==> config.mk <==
export PLATFORM = sky130hd
export DESIGN_NAME = lpc_io_target
export DESIGN_NICKNAME = d
export VERILOG_FILES = /design/src/rtl/lpc_io_target_pkg.sv /design/src/rtl/lpc_nibble_shift.sv /design/src/rtl/lpc_io_target.sv
export SDC_FILE = /design/constraint.sdc
export NUM_CORES = 1
export LEC_CHECK = 0
export CORE_MARGIN = 1.5
export CORE_UTILIZATION = 50
export CTS_BUF_LIST = sky130_fd_sc_hd__clkbuf_8
export DETAILED_ROUTE_END_ITERATION = 8
export GPL_ROUTABILITY_DRIVEN = 1
export MAX_ROUTING_LAYER = met4
export PLACE_DENSITY_LB_ADDON = 0.1
export SYNTH_ARGS = -nofsm -noshare
export SYNTH_HDL_FRONTEND = slang
export SYNTH_HIERARCHICAL = 1
export SYNTH_SLANG_ARGS = --single-unit
==> constraint.sdc <==
create_clock -name LpcClock -period 3.17 [get_ports LpcClock]
set_clock_uncertainty 0.2 [all_clocks]
set_input_delay 0.634 -clock LpcClock [delete_from_list [all_inputs] [get_ports LpcClock]]
set_output_delay 0.634 -clock LpcClock [all_outputs]
set_load 0.005 [all_outputs]
==> src/rtl/lpc_io_target_pkg.sv <==
// ---------------------------------------------------------------------------
// lpc_io_target_pkg
//   Shared definitions for the LPC I/O-cycle target front end:
//   FSM state encoding, LAD nibble codes (START, SYNC values, cycle types)
//   and the I/O window match helper.
//   No ports (package).
// ---------------------------------------------------------------------------
package lpc_io_target_pkg;

  typedef enum logic [3:0] {
    IDLE,
    CYCTYPE,
    ADDR,
    WDATA,
    HTAR,
    WAIT,
    SYNC,
    RDATA,
    PTAR
  } lpcState_e;

  localparam logic [3:0] START           = 4'h0;
  localparam logic [3:0] SYNC_READY      = 4'h0;
  localparam logic [3:0] SYNC_SHORT_WAIT = 4'h5;
  localparam logic [3:0] LAD_IDLE        = 4'hF;

  // Only LAD[3:1] carries the I/O cycle type; LAD[0] is reserved.
  localparam logic [2:0] CYCTYPE_IO_RD = 3'b000;
  localparam logic [2:0] CYCTYPE_IO_WR = 3'b001;

  // The window is 256 bytes, so only the upper address byte is compared.
  function automatic logic windowHit(input logic [7:0] addrHi,
                                     input logic [7:0] baseHi);
    return addrHi == baseHi;
  endfunction

endpackage

==> src/rtl/lpc_nibble_shift.sv <==
// ---------------------------------------------------------------------------
// lpc_nibble_shift
//   Assembles a WIDTH-bit word from consecutive 4-bit LAD nibbles.
//   MSB_FIRST=1 places the first nibble at the top (LPC address order),
//   MSB_FIRST=0 places the first nibble at the bottom (LPC data order).
//
// Ports
//   LpcClock   in   LPC clock, rising edge
//   PciReset   in   synchronous active-high reset
//   clear      in   restart assembly (value and nibble count to zero)
//   shift      in   accept 'nibble' this clock
//   nibble     in   4-bit input nibble
//   nextValue  out  word including the current nibble (valid while shifting)
//   last       out  current nibble is the final one of the word
// ---------------------------------------------------------------------------
module lpc_nibble_shift
  import lpc_io_target_pkg::*;
#(
  parameter int WIDTH     = 16,
  parameter bit MSB_FIRST = 1'b1
) (
  input  logic             LpcClock,
  input  logic             PciReset,
  input  logic             clear,
  input  logic             shift,
  input  logic [3:0]       nibble,
  output logic [WIDTH-1:0] nextValue,
  output logic             last
);

  localparam int NIBBLES = WIDTH / 4;
  localparam int CW      = (NIBBLES > 1) ? $clog2(NIBBLES) : 1;

  logic [WIDTH-1:0] value;
  logic [CW-1:0]    count;

  // The assembled word is offered combinationally so the caller can act on
  // the complete value in the same clock the final nibble arrives.
  always_comb begin
    if (MSB_FIRST) begin
      nextValue = {value[WIDTH-5:0], nibble};
    end else begin
      nextValue = {nibble, value[WIDTH-1:4]};
    end
    last = (count == CW'(NIBBLES - 1));
  end

  always_ff @(posedge LpcClock) begin
    if (PciReset || clear) begin
      value <= '0;
      count <= '0;
    end else if (shift) begin
      value <= nextValue;
      count <= count + 1'b1;
    end
  end

endmodule

==> src/rtl/lpc_io_target.sv <==
// ---------------------------------------------------------------------------
// lpc_io_target
//   LPC bus I/O-cycle target front end. Decodes host I/O read/write cycles,
//   matches the 16-bit I/O address against a 256-byte window at BASE_ADDR,
//   issues single-clock Rd/Wr strobes to the register bank and returns the
//   bank's read data in the SYNC/DATA phases.
//
//   Optional feature: define LPC_SHORT_WAIT_EN to insert one short-wait
//   SYNC clock (LAD=4'h5) between the turnaround and the ready SYNC.
//
// Ports
//   LpcClock  in   33 MHz LPC clock, rising edge
//   PciReset  in   synchronous active-high reset
//   LFRAME_n  in   LPC frame, active-low
//   LadIn     in   LAD[3:0] sampled from pins
//   LadOut    out  LAD drive value (4'hF when idle)
//   LadOe     out  LAD output enable
//   Addr      out  register address, held until the next decoded cycle
//   Rd        out  one-clock read strobe
//   Wr        out  one-clock write strobe
//   DataWr    out  write data, held until the next write
//   DataRd    in   register bank read data, valid one clock after Rd
// ---------------------------------------------------------------------------
module lpc_io_target
  import lpc_io_target_pkg::*;
#(
  parameter logic [15:0] BASE_ADDR = 16'h0800
) (
  input  logic       LpcClock,
  input  logic       PciReset,
  input  logic       LFRAME_n,
  input  logic [3:0] LadIn,
  output logic [3:0] LadOut,
  output logic       LadOe,
  output logic [7:0] Addr,
  output logic       Rd,
  output logic       Wr,
  output logic [7:0] DataWr,
  input  logic [7:0] DataRd
);

  lpcState_e state, stateNext;
  logic      phase, phaseNext;

  logic        cycWrite;
  logic [7:0]  rdLatch;

  logic        startSeen;
  logic        frameOther;

  logic        shiftClear;
  logic        addrShift;
  logic        dataShift;
  logic [15:0] addrNext;
  logic        addrLast;
  logic [7:0]  dataNext;
  logic        dataLast;

  logic        cycTypeLoad;
  logic        cycTypeWrite;
  logic        setRd;
  logic        loadAddr;
  logic        loadDataWr;
  logic        latchRd;

  assign startSeen  = !LFRAME_n && (LadIn == START);
  assign frameOther = !LFRAME_n && (LadIn != START);

  lpc_nibble_shift #(
    .WIDTH    (16),
    .MSB_FIRST(1'b1)
  ) addrShifter (
    .LpcClock (LpcClock),
    .PciReset (PciReset),
    .clear    (shiftClear),
    .shift    (addrShift),
    .nibble   (LadIn),
    .nextValue(addrNext),
    .last     (addrLast)
  );

  lpc_nibble_shift #(
    .WIDTH    (8),
    .MSB_FIRST(1'b0)
  ) dataShifter (
    .LpcClock (LpcClock),
    .PciReset (PciReset),
    .clear    (shiftClear),
    .shift    (dataShift),
    .nibble   (LadIn),
    .nextValue(dataNext),
    .last     (dataLast)
  );

  always_ff @(posedge LpcClock) begin
    if (PciReset) begin
      state <= IDLE;
      phase <= 1'b0;
    end else begin
      state <= stateNext;
      phase <= phaseNext;
    end
  end

  // A START nibble wins over every state, so a cycle that is cut short
  // never reaches the point where its strobe would have been issued.
  always_comb begin
    stateNext    = state;
    phaseNext    = phase;
    shiftClear   = 1'b0;
    addrShift    = 1'b0;
    dataShift    = 1'b0;
    cycTypeLoad  = 1'b0;
    cycTypeWrite = 1'b0;
    setRd        = 1'b0;
    loadAddr     = 1'b0;
    loadDataWr   = 1'b0;
    latchRd      = 1'b0;

    if (startSeen) begin
      stateNext  = CYCTYPE;
      phaseNext  = 1'b0;
      shiftClear = 1'b1;
    end else if (frameOther) begin
      stateNext = IDLE;
      phaseNext = 1'b0;
    end else begin
      case (state)
        IDLE: begin
          stateNext = IDLE;
        end

        CYCTYPE: begin
          if (LadIn[3:1] == CYCTYPE_IO_RD) begin
            stateNext    = ADDR;
            cycTypeLoad  = 1'b1;
            cycTypeWrite = 1'b0;
          end else if (LadIn[3:1] == CYCTYPE_IO_WR) begin
            stateNext    = ADDR;
            cycTypeLoad  = 1'b1;
            cycTypeWrite = 1'b1;
          end else begin
            stateNext = IDLE;
          end
        end

        ADDR: begin
          addrShift = 1'b1;
          if (addrLast) begin
            if (windowHit(addrNext[15:8], BASE_ADDR[15:8])) begin
              loadAddr  = 1'b1;
              setRd     = !cycWrite;
              stateNext = cycWrite ? WDATA : HTAR;
              phaseNext = 1'b0;
            end else begin
              stateNext = IDLE;
            end
          end
        end

        WDATA: begin
          dataShift = 1'b1;
          if (dataLast) begin
            loadDataWr = 1'b1;
            stateNext  = HTAR;
            phaseNext  = 1'b0;
          end
        end

        // The bank registers its data on the clock after Rd, so the second
        // turnaround clock is the first one where DataRd can be captured.
        HTAR: begin
          if (!phase) begin
            phaseNext = 1'b1;
          end else begin
            latchRd   = !cycWrite;
            phaseNext = 1'b0;
`ifdef LPC_SHORT_WAIT_EN
            stateNext = WAIT;
`else
            stateNext = SYNC;
`endif
          end
        end

`ifdef LPC_SHORT_WAIT_EN
        WAIT: begin
          stateNext = SYNC;
        end
`endif

        SYNC: begin
          stateNext = cycWrite ? PTAR : RDATA;
          phaseNext = 1'b0;
        end

        RDATA: begin
          if (!phase) begin
            phaseNext = 1'b1;
          end else begin
            stateNext = PTAR;
            phaseNext = 1'b0;
          end
        end

        PTAR: begin
          if (!phase) begin
            phaseNext = 1'b1;
          end else begin
            stateNext = IDLE;
            phaseNext = 1'b0;
          end
        end

        default: begin
          stateNext = IDLE;
          phaseNext = 1'b0;
        end
      endcase
    end
  end

  always_ff @(posedge LpcClock) begin
    if (PciReset) begin
      Rd       <= 1'b0;
      Addr     <= 8'h00;
      DataWr   <= 8'h00;
      cycWrite <= 1'b0;
      rdLatch  <= 8'h00;
    end else begin
      Rd <= setRd;
      if (loadAddr) begin
        Addr <= addrNext[7:0];
      end
      if (loadDataWr) begin
        DataWr <= dataNext;
      end
      if (cycTypeLoad) begin
        cycWrite <= cycTypeWrite;
      end
      if (latchRd) begin
        rdLatch <= DataRd;
      end
    end
  end

  // LAD drive and the write strobe follow the registered state directly,
  // which makes them fall back to reset values on the clock after reset.
  always_comb begin
    LadOe  = 1'b0;
    LadOut = LAD_IDLE;
    Wr     = 1'b0;
    case (state)
`ifdef LPC_SHORT_WAIT_EN
      WAIT: begin
        LadOe  = 1'b1;
        LadOut = SYNC_SHORT_WAIT;
      end
`endif
      SYNC: begin
        LadOe  = 1'b1;
        LadOut = SYNC_READY;
        Wr     = cycWrite;
      end
      RDATA: begin
        LadOe  = 1'b1;
        LadOut = phase ? rdLatch[7:4] : rdLatch[3:0];
      end
      PTAR: begin
        LadOe  = !phase;
        LadOut = LAD_IDLE;
      end
      default: begin
        LadOe  = 1'b0;
        LadOut = LAD_IDLE;
      end
    endcase
  end

endmodule

==> impl_metrics.yaml <==
sta:
  fin_crit_ns: 2.902
  hold_violations: 0
  fin_tns_setup_ns: 0
  fmax_ghz: 0.3446
  rsz0062_at_grt: "false"
  post-route-period-util_pct: 91.54
  finalMaxSlewViolations: 0
  setup_violations: 0
  tightestPinTransition_ns: 0.6654
  relSlewSlack_pct: 55.58
logic_synthesis:
  yosys-top-cells-area: "dfxtp_1 44%, mux2i_1 17%, nor2_1 6.4%"
  seq_area_frac_synth_pct: 44.10
  synthCells: 245
  synth_top_area_cell: "dfxtp_1"
  synth_nets: 261
  synth_top_area_share_pct: 44.10
  syn-cell-area_um2: 2270
  syn_area_per_cell_um2: 9.264
  synth.ff_latch_count: 50
  yosysWarnings: 6
  yosysUniqueCellTypes: 42
setup_path:
  r2r_cells: 5
  critPathCapture: "Wr"
  reg2reg_from: "state[1]"
  endpoint_kind: "output port"
  slowest_stage: "dfxtp_1"
  crit_fanout: 10
  path_buf_inv: 1
  r2r-end: "addrShifter/value[6]"
  worst-path-stages: 4
  rrSetupSlack_ns: 0.74
  critical_path.top_delay_family: "simple AND/OR/NAND/NOR gates"
  slowest_delay_ns: 0.53
  cp-start-kind: "register"
  critical_path_class: "register to output port"
  required_ns: 2.34
  worstPathCellList: "nor2b_1 -> nand2_1 -> nor2_1 -> clkdlybuf4s50_1"
  arrival_ns: 2.07
  startpoint: "state[2]"
floorplan:
  die_h_um: 70.38
  io_pins: 38
  dieWidth_um: 70.38
  rows: 24
  start_util_pct: 52.13
  core-area_um2: 4354
  dieArea_um2: 4953
min_path:
  hp-class: "register to register"
grt:
  grt_pass1_vias: 1658
  grt_max_degree: 32
  antenna_found_initial: 0
  grt-ovfl-total: 0
  track_usage_pct: 20.30
  grt_first_pass_wirelength_um: 7935
cells_and_area:
  final-seq-area_um2: 1001
  final_core_util_pct: 61.78
  multi_input_area_um2: 1100
  diodes: 0
  fill_cells: 404
  area_delta_synth_final_pct: 18.52
  drive_gt1_share_pct: 8.759
  layout.nets: 289
power_and_ir_drop:
  p_sw_mw: 0.2289
  power.share.sequential_pct: 60.9
  switching_share_pct: 22.19
  p_leak_nw: 1.009
  power.clock.fraction_pct: 34.9
  combPwrFrac_pct: 4.3
  vdd_drop_max_mv: 0.2701
  p_int_mw: 0.8030
  power_density_nw_per_um2: 383.6
cts:
  cts_root_buf: "clkbuf_8"
  hold_buffers: 0
  clk_pin_slew_ns: 0.09
  cts_sinks: 50
  clk_path_buf_depth: 2
  clock_latency_ns: 0.30
  cts_tree: "done"
  cts_buffers: 5
  ctsResizeCount: 0
  htree_levels: 2
  post_cts.repair.setup_buffers: 0
route:
  dr.pass1.iters: 4
  route.vias.total: 1765
  drt-total-wl_um: 4580
  ant_nets: 0
  drc: 0
  drtIter0Drc: 186
  viasPerCell: 5.414
  wire_per_inst_um: 14.05
placed_design:
  hpwl_um: 3199
  numPortBuffers: 37
  gp_congestion: 0.8741
job:
  maxCapViolCount: 0
status:
  status: "completed"
[metal layers]
layer | vias to the layer above | global-route usage (%) | wire length (µm)
met2 | 55 | 31.13 | 2127
met1 | 810 | 26.94 | 2126
met3 | 7 | 4.185 | 265
met4 | 0 | 6.410 | 61
li1 | 893 | - | -
met5 | - | - | 0
[logic make-up (layout without fill, tap and decap cells)]
kind of cell	count (synthesis)	in the layout	share of synthesized area, %
adder cells (fa/ha/maj)	1	1	0.5512
buffers and inverters	26	55	7.442
XOR/XNOR	3	3	1.158
AND/OR/NAND/NOR	97	97	21.67
multiplexers	39	39	17.25
flip-flops	50	50	44.10
AO/OA/AOI/OAI	29	29	7.829
[cell usage in the layout, fill, tap and decap left out, types with 4 or more instances in the layout]
master / instances
clkbuf_8: 5
clkdlybuf4s50_1: 37
nor2_1: 39
mux2i_1: 38
dfxtp_1: 50
nor2b_1: 4
a21oi_1: 14
o211ai_1: 4
nor3_1: 6
nand3_1: 12
buf_4: 8
nand2_1: 17
[registers in the layout, summed over array words and instances, names as in the netlist, 2 cells and up]
| name | count |
|---|---|
| addrShifter/count | 2 |
| Addr | 8 |
| dataShifter/value | 4 |
| addrShifter/value | 12 |
| state | 4 |
| rdLatch | 8 |
| DataWr | 8 |
[power by group through the flow]
stage / Sequential [mW] / Clock [mW] / Combinational (mW)
after floorplan: 0.642 / 0 / 0.0226
after global placement: 0.643 / 0 / 0.0444
after detailed placement: 0.643 / 0 / 0.0442
after CTS: 0.628 / 0.370 / 0.0448
after global routing: 0.628 / 0.394 / 0.0476
final: 0.628 / 0.360 / 0.0442
[worst register-to-register path, cell delays in order, from the launching register on]
cell and delay, ns:
dfxtp_1 0.76, or3b_4 0.53, nor2b_4 0.32, buf_4 0.26, mux2i_1 0.21, nor2_1 0.05
[synth_stat cells]
master and number:
a211oi_1 1, mux2i_1 38, or2_1 1, or3b_4 1, o21ai_0 2, nand2b_1 1
nor2b_1 4, nor2_4 1, nor3_2 1, o211ai_1 4, mux2_2 1, nor3b_1 2
o22ai_1 1, nand4_2 1, nand4b_1 1, o2111ai_1 1, dfxtp_1 50, a22oi_1 1
o311ai_0 1, nand4_1 1, buf_2 3, nand2_1 17, nand3_1 12, nor2_1 39
xnor2_1 3, nor4b_1 1, a21oi_1 14, o21a_1 1, a31oi_1 2, nor4_1 3
ha_1 1, or4_1 1, and2_1 1, nand2_2 1, nor2b_4 1, buf_6 4
o21ai_2 1, nor3_1 6, inv_1 2, nand3_4 1, buf_4 10, clkbuf_1 7
[layout make-up]
class,count,share of cell area [%]
sequential,50,37.21
multi-input combinational,169,40.88
clock inverter,3,0.6512
clock buffer,5,2.558
timing repair buffer,45,16.00
tap,52,2.419
inverter,2,0.2791
[per-stage QoR]
stage / total power [mW] / worst slack [ns] / instances / instance area [µm²] / hold WS, ns
after global placement: 0.6873 / 0.5212 / 318 / 2604 / 0.2461
after detailed placement: 0.6871 / 0.4349 / 318 / 2604 / 0.2499
after CTS: 1.043 / 0.2776 / 326 / 2690 / 0.2623
after global routing: 1.069 / 0.1410 / 326 / 2690 / 0.2784
after floorplan: 0.6651 / 1.006 / 245 / 2270 / 0.2429
final: 1.032 / 0.2681 / 326 / 2690 / 0.2588
[worst min path at each step]
stage | from | to | cells past startpoint
final | DataWr[4] | DataWr[4] | 2
after global routing | DataWr[6] | DataWr[6] | 2
after CTS | DataWr[4] | DataWr[4] | 2
after detailed placement | DataWr[1] | DataWr[1] | 2
after global placement | DataWr[3] | DataWr[3] | 2
after floorplan | dataShifter/value[4] | DataWr[0] | 2
Power figures use the tool's default switching activity.
